[src/rtl/muldiv_unit.sv]
// muldiv_unit: iterative RV32M multiply/divide execute unit.
// One shared 2*XLEN accumulator runs a radix-2 shift-add multiply or a
// restoring divide on operand magnitudes. Signs are fixed up afterwards.
// The latency is fixed at XLEN iterations, with no early exit.
module muldiv_unit #(
    parameter int XLEN = 32
) (
    input  logic            clk,
    input  logic            rst,
    input  logic            start,
    input  logic [2:0]      op,
    input  logic [XLEN-1:0] rs1_data,
    input  logic [XLEN-1:0] rs2_data,
    input  logic [4:0]      rd_in,
    output logic            busy,
    output logic            done,
    output logic [XLEN-1:0] result,
    output logic [4:0]      rd_out
);

    localparam int CW = $clog2(XLEN);

    typedef enum logic [1:0] {
        S_IDLE = 2'd0,
        S_CALC = 2'd1,
        S_FIX  = 2'd2,
        S_DONE = 2'd3
    } state_t;

    state_t               state_r, state_s;
    logic [CW-1:0]        cnt_r;
    logic [2:0]           op_r;
    logic [4:0]           rd_r;
    logic [XLEN-1:0]      a_mag_r, b_mag_r;
    logic                 neg_r, rem_neg_r, b_zero_r;
    logic [2*XLEN-1:0]    acc_r, acc_next_s;
    logic [XLEN-1:0]      result_r, fix_result_s;
    logic [4:0]           rd_out_r;
    logic                 busy_r, done_r;

    // Accept-time operand decode. Only MULHSU mixes signedness.
    logic                 signed_a_s, signed_b_s, a_neg_s, b_neg_s;
    logic [XLEN-1:0]      a_mag_s, b_mag_s;

    // Iteration and fix-up intermediates.
    logic [XLEN:0]        mul_sum_s, div_shift_s;
    logic [XLEN-1:0]      div_rem_s;
    logic [2*XLEN-1:0]    prod_s;
    logic [XLEN-1:0]      quo_s, rem_s;

    // Operand sign flags and magnitudes. 0x80000000 becomes unsigned 2^31.
    always_comb begin
        signed_a_s = (op == 3'b000) || (op == 3'b001) || (op == 3'b010) ||
                     (op == 3'b100) || (op == 3'b110);
        signed_b_s = (op == 3'b000) || (op == 3'b001) ||
                     (op == 3'b100) || (op == 3'b110);
        a_neg_s    = signed_a_s && rs1_data[XLEN-1];
        b_neg_s    = signed_b_s && rs2_data[XLEN-1];
        if (a_neg_s) begin
            a_mag_s = -rs1_data;
        end else begin
            a_mag_s = rs1_data;
        end
        if (b_neg_s) begin
            b_mag_s = -rs2_data;
        end else begin
            b_mag_s = rs2_data;
        end
    end

    // One multiply (shift-add) or divide (restoring) step on the accumulator.
    always_comb begin
        mul_sum_s   = {1'b0, acc_r[2*XLEN-1:XLEN]} +
                      (acc_r[0] ? {1'b0, a_mag_r} : {(XLEN+1){1'b0}});
        div_shift_s = {acc_r[2*XLEN-1:XLEN], acc_r[XLEN-1]};
        div_rem_s   = XLEN'(div_shift_s - {1'b0, b_mag_r});
        if (op_r[2]) begin
            if (div_shift_s >= {1'b0, b_mag_r}) begin
                acc_next_s = {div_rem_s, acc_r[XLEN-2:0], 1'b1};
            end else begin
                acc_next_s = {div_shift_s[XLEN-1:0], acc_r[XLEN-2:0], 1'b0};
            end
        end else begin
            acc_next_s = {mul_sum_s, acc_r[XLEN-1:1]};
        end
    end

    // Sign correction and half/quotient/remainder selection.
    // The division-by-zero quotient is forced to all ones.
    always_comb begin
        prod_s = neg_r ? -acc_r : acc_r;
        if (b_zero_r) begin
            quo_s = {XLEN{1'b1}};
        end else if (neg_r) begin
            quo_s = -acc_r[XLEN-1:0];
        end else begin
            quo_s = acc_r[XLEN-1:0];
        end
        rem_s = rem_neg_r ? -acc_r[2*XLEN-1:XLEN] : acc_r[2*XLEN-1:XLEN];
        case (op_r)
            3'b000:                 fix_result_s = prod_s[XLEN-1:0];
            3'b001, 3'b010, 3'b011: fix_result_s = prod_s[2*XLEN-1:XLEN];
            3'b100, 3'b101:         fix_result_s = quo_s;
            3'b110, 3'b111:         fix_result_s = rem_s;
            default:                fix_result_s = {XLEN{1'b0}};
        endcase
    end

    // Next-state logic. start is only honoured in IDLE.
    always_comb begin
        state_s = state_r;
        case (state_r)
            S_IDLE:  state_s = start ? S_CALC : S_IDLE;
            S_CALC:  state_s = (cnt_r == CW'(XLEN-1)) ? S_FIX : S_CALC;
            S_FIX:   state_s = S_DONE;
            S_DONE:  state_s = S_IDLE;
            default: state_s = S_IDLE;
        endcase
    end

    // State register with registered busy/done decoded from the next state.
    always_ff @(posedge clk) begin
        if (rst) begin
            state_r <= S_IDLE;
            busy_r  <= 1'b0;
            done_r  <= 1'b0;
        end else begin
            state_r <= state_s;
            busy_r  <= (state_s == S_CALC) || (state_s == S_FIX);
            done_r  <= (state_s == S_DONE);
        end
    end

    // Datapath: latch operands at accept, iterate in CALC, register result in FIX.
    always_ff @(posedge clk) begin
        if (rst) begin
            cnt_r     <= {CW{1'b0}};
            op_r      <= 3'b000;
            rd_r      <= 5'd0;
            a_mag_r   <= {XLEN{1'b0}};
            b_mag_r   <= {XLEN{1'b0}};
            neg_r     <= 1'b0;
            rem_neg_r <= 1'b0;
            b_zero_r  <= 1'b0;
            acc_r     <= {(2*XLEN){1'b0}};
            result_r  <= {XLEN{1'b0}};
            rd_out_r  <= 5'd0;
        end else begin
            case (state_r)
                S_IDLE: begin
                    if (start) begin
                        op_r      <= op;
                        rd_r      <= rd_in;
                        a_mag_r   <= a_mag_s;
                        b_mag_r   <= b_mag_s;
                        neg_r     <= a_neg_s ^ b_neg_s;
                        rem_neg_r <= a_neg_s;
                        b_zero_r  <= (rs2_data == {XLEN{1'b0}});
                        cnt_r     <= {CW{1'b0}};
                        acc_r     <= op[2] ? {{XLEN{1'b0}}, a_mag_s}
                                           : {{XLEN{1'b0}}, b_mag_s};
                    end
                end
                S_CALC: begin
                    acc_r <= acc_next_s;
                    cnt_r <= cnt_r + CW'(1);
                end
                S_FIX: begin
                    result_r <= fix_result_s;
                    rd_out_r <= rd_r;
                end
                default: begin
                end
            endcase
        end
    end

    assign busy   = busy_r;
    assign done   = done_r;
    assign result = result_r;
    assign rd_out = rd_out_r;

endmodule

[config.mk]
export PLATFORM = sky130hd
export DESIGN_NAME = muldiv_unit
export DESIGN_NICKNAME = d
export VERILOG_FILES = /design/src/rtl/muldiv_unit.sv
export SDC_FILE = /design/constraint.sdc
export NUM_CORES = 1
export LEC_CHECK = 0
export BUFFER_PORTS_ARGS = -buffer_cell sky130_fd_sc_hd__buf_4
export CAP_MARGIN = 30
export CORE_MARGIN = 2
export CORE_UTILIZATION = 27
export DETAILED_ROUTE_END_ITERATION = 6
export HOLD_SLACK_MARGIN = 0.08
export PLACE_DENSITY_LB_ADDON = 0.15
export SETUP_SLACK_MARGIN = 0.2
export SYNTH_ARGS = -nofsm -noshare
export SYNTH_HDL_FRONTEND = slang
export SYNTH_SLANG_ARGS = --single-unit
export TNS_END_PERCENT = 20
[constraint.sdc]
create_clock -name clk -period 3.53 [get_ports clk]
set_clock_uncertainty 0.2 [all_clocks]
set_input_delay 0.706 -clock clk [delete_from_list [all_inputs] [get_ports clk]]
set_output_delay 0.706 -clock clk [all_outputs]
set_load 0.03 [all_outputs]
==> results of run 1 <==
## Yosys cell counts (8+ instances only)
| library cell | number |
|---|---|
| a211oi_1 | 104 |
| nand2_1 | 202 |
| mux2i_1 | 45 |
| and3_1 | 12 |
| inv_1 | 74 |
| o21bai_1 | 12 |
| o21ai_1 | 9 |
| o211ai_1 | 17 |
| and2_1 | 49 |
| dfxtp_1 | 185 |
| mux2_2 | 19 |
| xnor2_1 | 111 |
| a311oi_1 | 11 |
| buf_1 | 14 |
| o22ai_1 | 8 |
| nor2_1 | 189 |
| nor3_1 | 45 |
| a221oi_1 | 19 |
| or4_1 | 13 |
| nand3_1 | 40 |
| buf_2 | 10 |
| o31ai_1 | 20 |
| clkbuf_1 | 125 |
| nand2b_1 | 13 |
| nor2b_1 | 22 |
| ha_1 | 71 |
| nor4_1 | 18 |
| or2_2 | 8 |
| o41ai_1 | 15 |
| o21a_1 | 11 |
| a21o_1 | 31 |
| a22oi_1 | 26 |
| a21oi_1 | 184 |
| o221ai_1 | 15 |
| or3_1 | 17 |
| nand4_1 | 17 |
| a31oi_1 | 12 |
| xor2_1 | 68 |
| o21ai_0 | 140 |
## state kept, by name, summed over array words and instances, names as in the netlist
name	cells
rem_neg_r	1
result	32
acc_r	64
busy	1
b_zero_r	1
state_r	2
op_r	3
done	1
rd_r	5
rd_out	5
neg_r	1
cnt_r	5
b_mag_r	32
a_mag_r	32
## per-stage QoR
| stage | util (%) | cells |
|---|---|---|
| CTS | 33.8 | 3091 |
| detailed placement | 32.5 | 3057 |
| floorplan | - | 2099 |
| global route | 34.6 | 3105 |
| global placement | 32.5 | 3055 |
| finish | 34.6 | 3105 |
## repair_timing
item | in CTS | in global routing
gates cloned | 0 | 1
resized for setup | 31 | 81
endpoints found under the setup margin | 44 | 46
pin swaps | 9 | 16
buffers inserted | 2 | 13
## worst max-delay path, delay by kind of cell, from the launching register on
family	cells	cell delay, ns
compound gates	5	1.06
xor+xnor	1	0.10
flops	1	0.38
simple gates	3	1.53
## area by class of cell
cell class / count / share of cell area [%]
Timing Repair Buffer: 365 / 14.3
Clock inverter: 11 / 0.560
Tap cell: 765 / 4.81
Sequential cell: 185 / 18.7
Inverter: 75 / 1.43
Multi-Input combinational cell: 1683 / 57.8
Clock buffer: 21 / 2.36
## path summary, 6_finish.rpt
check             startpoint          to  slack (ns)  cells past startpoint
setup / recovery   acc_r[47]  result[25]        0.13                      9
hold / removal     result[5]   result[5]        0.25                      2
setup reg to reg   acc_r[47]  result[25]        0.13                      9
hold reg to reg    result[5]   result[5]        0.25                      2
## power by group through the flow
| stage | Clock [mW] | Combinational, mW | Sequential, mW |
|---|---|---|---|
| after global placement | 0 | 2.44 | 2.40 |
| after CTS | 2.09 | 2.47 | 2.35 |
| after global routing | 2.15 | 2.79 | 2.37 |
| after floorplan | 0 | 1.44 | 2.34 |
| after detailed placement | 0 | 2.43 | 2.40 |
| final | 2.04 | 2.60 | 2.35 |
## cells by family (layout without fill, tap and decap cells)
| family | Yosys count | in the layout | synth area share (%) |
|---|---|---|---|
| simple gates | 673 | 673 | 21.0 |
| mux | 64 | 64 | 4.25 |
| compound gates | 694 | 694 | 29.2 |
| flops | 185 | 185 | 23.7 |
| fa+ha+maj | 73 | 73 | 5.94 |
| xor+xnor | 179 | 179 | 10.0 |
| buf+inv | 231 | 472 | 5.87 |
## per-layer routing
metal  track usage, %  share of wire, %  vias to the layer above
li1                 -                 -                     8102
met1             31.9                46                     8169
met2             37.6                46                      586
met3             2.50               5.1                      100
met4             8.77               3.6                        0
met5                0                 0                        -
==> impl_metrics.py, run 1 <==
metrics = {
    "logic_synthesis": {
        "cell_taking_the_most_area_after_synthesis": "dfxtp_1",
        "number_of_enable_type_register_cells_in_the_synthesized_netlist": 0,
        "post_synth.cell_area_avg_um2": 7.44,
        "yosysTopAreaCellShare_pct": 23.7,
        "synth_async_sr_flop_share_pct": 0,
        "ys_types": 82,
        "synth.ff_latch_count": 185,
        "postSynth.topFlopCell": "dfxtp_1",
        "yosysWarningCount": 0,
        "ys_top_cells_by_area": "dfxtp_1, xnor2_1, a21oi_1",
        "synth_cells": 2099,
        "synth-seq-area-share_pct": 23.7,
        "synth_fp_nets": 2247,
        "post_syn_area_um2": 15600,
    },
    "floorplan": {
        "fp.dieH_um": 245,
        "rows": 88,
        "core_region_area_um2": 57500,
        "floorplan.die.width_um": 245,
        "design.portCount": 114,
        "start_util_pct": 27.2,
        "die_area_um2": 59800,
    },
    "cells_and_area": {
        "diodes": 0,
        "synthToLayoutAreaGrowth_pct": 27.3,
        "fillCellCount": 6251,
        "mostFrequentLayoutCell": "buf_4",
        "final_net_count": 2475,
        "regArea_um2": 3730,
        "finalInstanceArea_um2": 19900,
        "mostFrequentLayoutCells": "buf_4, nand2_1, nor2_1",
        "multi_input_area_um2": 11500,
        "layout-drive-gt1-share_pct": 23.0,
    },
    "route": {
        "finalWirelength_um": 71300,
        "ant_nets": 0,
        "routed_wire_length_per_instance_um": 23.0,
        "post-route-drc-count": 0,
        "drt_first_pass_iters": 5,
        "drt_iter0_drc": 1254,
        "route.vias.total": 17000,
        "via_per_inst": 5.46,
    },
    "place": {
        "placement.cell_area_um2": 18700,
        "dp.final_hpwl_um": 56200,
        "place_congestion": 0.900,
        "post-place-ws_ns": -0.0648,
        "port_buffers": 113,
    },
    "pwr": {
        "switchingPower_mw": 2.68,
        "power_frac_clock_pct": 29.1,
        "int_power_mw": 4.31,
        "design_power_total_mw": 6.99,
        "swShare_pct": 38.3,
        "power.density_cell_area_nw_per_um2": 351,
        "power_leakage_nw": 8.10,
        "power.ir.vdd_worst_mv": 0.329,
        "power_frac_seq_pct": 33.7,
        "logic_gate_share_of_total_power_pct": 37.2,
    },
    "clocking": {
        "clock_tree.buffer_depth": 2,
        "htree_num_levels": 4,
        "cts_tree": "done",
        "worst_setup_hold_path_clk_slew_ns": 0.08,
        "tritoncts.num_buffers": 17,
        "count_of_hold_buffers_inserted_by_post_cts_repair": 0,
        "cts_root_buffer": "clkbuf_16",
        "clock_latency_ns": 0.47,
        "cts.sink_count": 185,
    },
    "sta": {
        "final.hold.worst_slack_ns": 0.248,
        "finalWorstPathRequiredPeriod_ns": 3.40,
        "report.final.slew_viol_count": 0,
        "clock.fmax_mhz": 294,
        "finalSetupTns_ns": 0,
        "finalHoldViolations": 0,
        "slew_headroom_pct": 37.2,
        "setup_violations": 0,
        "timing_worst_slew_pin_value_ns": 0.941,
        "ratio_of_final_minimum_period_to_clock_period_pct": 96.3,
        "rsz0062_at_grt": "yes",
        "finalWorstSetupSlack_ns": 0.132,
    },
    "worst_setup_path": {
        "critical_path.slowest_cell": "or4_4",
        "cp_max_fo": 5,
        "ordered_cell_list_for_the_critical_path": "or4_4 -> or4_4 -> or4_1 -> o21ai_1 -> xnor2_1 -> a221oi_2 -> o311ai_2 -> a21oi_1 -> o21ai_1",
        "cp_slowest_stage_delay_ns": 0.61,
        "critical_path.startpoint_type": "register",
        "cp.arrival_ns": 3.55,
        "crit_path_required_time_ns": 3.68,
        "path_class": "reg -> reg",
        "end_kind": "register",
    },
    "worst_hold_path": {
        "worst_hold_path_type": "reg -> reg",
    },
    "flow_run": {
        "cap_violations": 0,
    },
    "global_routing": {
        "antenna_found_initial": 0,
        "grt_first_pass_wirelength_um": 105000,
        "grt_pass1_vias": 16100,
        "gr-total-overflow": 0,
        "grt_max_degree": 80,
        "track_usage_pct": 23.3,
    },
    "run_status": {
        "status": "finished clean",
    },
}
Power figures use the tool's default switching activity.
==> run 2, diff against run 1 <==
SETUP_SLACK_MARGIN = 0.3   (was 0.2)
==> run 2 against run 1 <==
  * Wire length shrank 0.90%
  * Register-to-register slack better by 0.14 ns
  * Die area did not move
  * Critical path type unchanged
==> impl_metrics.py, run 2 (synthesized netlist as in run 1, its figures left out) <==
metrics = {
    "cells_and_area": {
        "regArea_um2": 3740,
        "final-instance-count-excl-fill": 3108,
        "layout-drive-gt1-share_pct": 25.3,
        "final_util_pct": 35.1,
        "diodes": 0,
        "mostFrequentLayoutCells": "buf_4, nand2_1, nor2_1",
        "largest_reg_flops": 64,
        "finalInstanceArea_um2": 20200,
        "synthToLayoutAreaGrowth_pct": 29.1,
        "fillCellCount": 6055,
        "final_net_count": 2478,
        "regMostFlops": "acc_r",
        "mostFrequentLayoutCell": "buf_4",
        "multi_input_area_um2": 11800,
    },
    "floorplan": {
        "core_region_area_um2": 57500,
        "rows": 88,
        "floorplan.die.width_um": 245,
        "design.portCount": 114,
        "start_util_pct": 27.2,
        "die_area_um2": 59800,
        "fp.dieH_um": 245,
    },
    "sta": {
        "finalHoldViolations": 0,
        "clock.fmax_mhz": 307,
        "timing_worst_slew_pin_value_ns": 0.967,
        "ratio_of_final_minimum_period_to_clock_period_pct": 92.3,
        "finalWorstPathRequiredPeriod_ns": 3.26,
        "setup_violations": 0,
        "slew_headroom_pct": 35.3,
        "final.hold.worst_slack_ns": 0.251,
        "report.final.slew_viol_count": 0,
        "rsz0062_at_grt": "yes",
    },
    "pwr": {
        "power.ir.vdd_worst_mv": 0.411,
        "logic_gate_share_of_total_power_pct": 38.7,
        "power_leakage_nw": 8.12,
        "int_power_mw": 4.28,
        "switchingPower_mw": 2.72,
        "power_frac_seq_pct": 33.5,
        "swShare_pct": 38.8,
        "power_frac_clock_pct": 27.7,
        "power.density_cell_area_nw_per_um2": 347,
        "design_power_total_mw": 7.00,
    },
    "worst_setup_path": {
        "path_class": "reg -> reg",
        "timing.rr.end": "result[25]",
        "regToRegStartpoint": "acc_r[48]",
        "end_kind": "register",
        "crit_path_required_time_ns": 3.70,
        "cp.arrival_ns": 3.43,
        "r2r_setup_slack_ns": 0.27,
        "cp_max_fo": 4,
        "critical_path.startpoint_type": "register",
        "worstRegToRegCells": 9,
    },
    "place": {
        "port_buffers": 113,
        "placement.cell_area_um2": 18600,
        "dp.final_hpwl_um": 55300,
        "place_congestion": 0.932,
        "post-place-cells": 3048,
    },
    "clocking": {
        "worst_setup_hold_path_clk_slew_ns": 0.08,
        "cts_tree": "done",
        "htree_num_levels": 4,
        "count_of_hold_buffers_inserted_by_post_cts_repair": 0,
        "cts_root_buffer": "clkbuf_16",
        "tritoncts.num_buffers": 17,
        "cts.sink_count": 185,
        "clock_tree.buffer_depth": 2,
        "clock_latency_ns": 0.49,
    },
    "route": {
        "routed_wire_length_per_instance_um": 22.7,
        "via_per_inst": 5.43,
        "post-route-drc-count": 0,
        "ant_nets": 0,
        "finalWirelength_um": 70600,
        "drt_first_pass_iters": 6,
        "route.vias.total": 16900,
        "drt_iter0_drc": 1356,
    },
    "global_routing": {
        "gr-total-overflow": 0,
        "grt_first_pass_wirelength_um": 104000,
        "grt_pass1_vias": 16100,
        "antenna_found_initial": 2,
        "grt_max_degree": 80,
        "track_usage_pct": 23.2,
    },
    "worst_hold_path": {
        "min_from": "result[8]",
        "timing.hold.worst_endpoint": "result[8]",
        "hold_depth": 2,
        "worst_hold_path_type": "reg -> reg",
    },
    "flow_run": {
        "cap_violations": 0,
    },
    "run_status": {
        "status": "finished clean",
    },
}
[run 2: cell types whose count changed in the layout (fill, tap and decap cells not counted), sizes merged]
cell	before	now
buf	364	366
clkinv	3	5
clkinvlp	3	2
bufinv	1	0
clkbuf	22	23
[run 2: worst max-delay path by stage]
stage	startpoint	to	slack [ns]	depth (start not counted)
after floorplan	b_mag_r[16]	acc_r[54]	0.27	13
after global placement	acc_r[38]	acc_r[53]	-0.11	12
after detailed placement	b_mag_r[7]	acc_r[49]	-0.11	14
after CTS	acc_r[0]	result[28]	0.18	12
after global routing	acc_r[48]	result[25]	0.17	9
final	acc_r[48]	result[25]	0.27	9
[run 2: final cells by class]
cell class / count / area share (%)
inverter: 75 / 1.41
clock inverter: 11 / 0.440
sequential: 185 / 18.5
clock buffer: 21 / 2.28
tap: 765 / 4.75
multi-input combinational: 1683 / 58.3
timing repair buffer: 368 / 14.2
[run 2: power groups by stage]
stage          combinational [mW]  sequential, mW  clock [mW]
2_1_floorplan                1.45            2.34           0
3_3_place_gp                 2.46            2.39           0
3_5_place_dp                 2.46            2.39           0
4_1_cts                      2.54            2.34        1.97
5_1_grt                      2.91            2.36        2.07
6_report                     2.71            2.35        1.94
[run 2: layer usage]
metal | vias to the layer above | routed length, um | track usage [%]
met5 | - | 0 | 0
met4 | 0 | 2560 | 8.36
met3 | 97 | 3170 | 2.32
met2 | 524 | 32100 | 37.5
met1 | 8117 | 32800 | 31.9
li1 | 8128 | - | -
[run 2: stage by stage]
step           setup TNS (ns)  setup WS, ns
2_1_floorplan               0         0.267
3_3_place_gp           -0.339        -0.107
3_5_place_dp           -0.498        -0.108
4_1_cts                     0         0.177
5_1_grt                     0         0.172
6_report                    0         0.273
[run 2: repair_timing]
action,in CTS,in global routing
cloned,0,2
endpoints found under the setup margin,51,56
setup buffers,15,11
resized for setup,81,96
pin swaps,30,41
[run 2: worst max-delay path: stages (launching register included)]
cell and delay (ns):
dfxtp_4 0.38, or4_4 0.59, or4_4 0.46, or4_4 0.43, o21ai_2 0.16, xnor2_1 0.09
a221oi_2 0.35, o311ai_4 0.21, a21oi_2 0.20, o21ai_1 0.07
==> run 3, diff against run 2 <==
CORE_ASPECT_RATIO = 1.5   (was default)
==> run 3 against run 2 <==
  * Global-route usage is 0.38 points higher
  * Core utilization increased by 0.56 points
  * Sequential power barely moved
  * Flip-flop and latch count unchanged
  * Via count is 0.12% higher
  * Fmax shrank 1.2%
  * Critical endpoint is now result[28]
  * Worst setup slack got worse by 0.040 ns
  * Critical path type unchanged
==> impl_metrics.py, run 3 (synthesized netlist as in run 1, its figures left out) <==
metrics = {
    "place": {
        "port_buffers": 113,
        "post-place-ws_ns": -0.142,
        "dp.final_hpwl_um": 57800,
        "place_congestion": 0.917,
        "post-place-cells": 3097,
    },
    "sta": {
        "final.hold.worst_slack_ns": 0.245,
        "finalWorstSetupSlack_ns": 0.233,
        "report.final.slew_viol_count": 0,
        "setup_violations": 0,
        "finalWorstPathRequiredPeriod_ns": 3.30,
        "rsz0062_at_grt": "yes",
        "slew_headroom_pct": 41.2,
        "ratio_of_final_minimum_period_to_clock_period_pct": 93.4,
        "clock.fmax_mhz": 303,
        "timing_worst_slew_pin_value_ns": 0.882,
        "finalHoldViolations": 0,
        "finalSetupTns_ns": 0,
    },
    "worst_hold_path": {
        "min_from": "result[12]",
        "hold_depth": 2,
        "worst_hold_path_type": "reg -> reg",
    },
    "floorplan": {
        "fp.dieH_um": 299,
        "start_util_pct": 27.1,
        "floorplan.die.width_um": 200,
        "design.portCount": 114,
        "core_region_area_um2": 57600,
        "die_area_um2": 59800,
        "rows": 108,
    },
    "cells_and_area": {
        "final-instance-count-excl-fill": 3157,
        "layout-drive-gt1-share_pct": 26.7,
        "diodes": 0,
        "fillCellCount": 6259,
        "largest_reg_flops": 64,
        "regMostFlops": "acc_r",
        "final_net_count": 2522,
        "mostFrequentLayoutCells": "buf_4, nand2_1, nor2_1",
        "synthToLayoutAreaGrowth_pct": 31.4,
        "mostFrequentLayoutCell": "buf_4",
    },
    "global_routing": {
        "antenna_found_initial": 0,
        "grt_max_degree": 79,
        "grt_pass1_vias": 17000,
        "track_usage_pct": 23.5,
        "gr-total-overflow": 0,
        "grt_first_pass_wirelength_um": 106000,
    },
    "route": {
        "via_per_inst": 5.35,
        "drt_iter0_drc": 1040,
        "routed_wire_length_per_instance_um": 22.7,
        "post-route-drc-count": 0,
        "drt_first_pass_iters": 6,
        "route.vias.total": 16900,
        "finalWirelength_um": 71600,
        "ant_nets": 0,
    },
    "clocking": {
        "cts_root_buffer": "clkbuf_16",
        "worst_setup_hold_path_clk_slew_ns": 0.08,
        "clock_latency_ns": 0.48,
        "cts_tree": "done",
        "clock_tree.buffer_depth": 2,
        "cts.sink_count": 185,
        "htree_num_levels": 4,
        "count_of_hold_buffers_inserted_by_post_cts_repair": 0,
        "tritoncts.num_buffers": 17,
    },
    "pwr": {
        "power.density_cell_area_nw_per_um2": 342,
        "power_leakage_nw": 8.39,
        "design_power_total_mw": 7.03,
        "power.ir.vdd_worst_mv": 0.302,
    },
    "worst_setup_path": {
        "critical_path.startpoint_type": "register",
        "path_class": "reg -> reg",
        "timing.rr.end": "result[28]",
        "path_common_cell": "or3_4",
        "end_kind": "register",
        "cp_slowest_stage_delay_ns": 0.46,
        "critPathCapture": "result[28]",
        "crit_path_required_time_ns": 3.70,
        "r2r_setup_slack_ns": 0.23,
        "ordered_cell_list_for_the_critical_path": "buf_8 -> inv_4 -> ha_4 -> or4b_4 -> or3_4 -> or3_4 -> or3_4 -> o21ai_4 -> xnor2_4 -> o21ai_2 -> a21oi_2 -> a21o_1",
        "crit_path_start": "acc_r[0]",
        "cp.arrival_ns": 3.47,
        "regToRegStartpoint": "acc_r[0]",
        "critical_path.slowest_cell": "or4b_4",
        "worstRegToRegCells": 12,
        "cp_max_fo": 7,
    },
    "run_status": {
        "status": "finished clean",
    },
    "flow_run": {
        "cap_violations": 0,
    },
}
run 3: cell types whose count changed in the layout (fill, tap and decap cells not counted), moves of 6 or more:
cell / before / now
o21ai_0: 125 / 119
inv_2: 10 / 4
buf_4: 356 / 403
o21ai_1: 14 / 22
inv_1: 64 / 70
run 3: metrics by stage:
step / instance area (um2) / utilization, %
6_report: 20500 / 35.7
5_1_grt: 20500 / 35.7
4_1_cts: 20000 / 34.7
3_5_place_dp: 19000 / 32.9
3_3_place_gp: 18900 / 32.9
2_1_floorplan: 15700 / -
run 3: critical path: cells and delay by family, from the launching register on:
kind / cells / cell delay, ns
and+or+nand+nor: 4 / 1.62
AOI/OAI and AO/OA: 4 / 0.57
DFF: 1 / 0.38
buffers and inverters: 2 / 0.19
xor gates and xnor gates: 1 / 0.12
adders and majority gates: 1 / 0.11
run 3: timing repair:
item / 4_1_cts / 5_1_grt
resized for setup: 72 / 109
setup buffers: 14 / 14
pin swaps: 31 / 54
setup endpoints to repair: 53 / 66
run 3: area by class of cell:
class / count / area, um2 / share of cell area, %
clock inverter: 13 / 131 / 0.640
timing repair buffer: 412 / 3160 / 15.4
multi-input combinational: 1683 / 11800 / 57.5
tap: 770 / 963 / 4.69
clock buffer: 19 / 453 / 2.21
inverter: 75 / 284 / 1.38
sequential: 185 / 3740 / 18.2
run 3: power breakdown:
part | switching (mW) | internal [mW]
Combinational | 1.57 | 1.11
Sequential | 0.127 | 2.21
Clock | 1.03 | 0.977
run 3: how the worst min path moves through the flow:
stage                             to  slack [ns]
after floorplan           a_mag_r[0]        0.23
after global placement     result[5]        0.23
after detailed placement  result[12]        0.24
after CTS                 result[12]        0.25
after global routing         rd_r[0]        0.28
final                     result[12]        0.24
run 3: routing by layer:
metal  share of wire [%]  vias up  global-route usage [%]
met3                 3.2      150                    2.20
met4                 7.1        0                    15.7
li1                    -     8197                       -
met2                  49      467                    41.6
met5                   0        -                       0
met1                  40     8072                    27.0
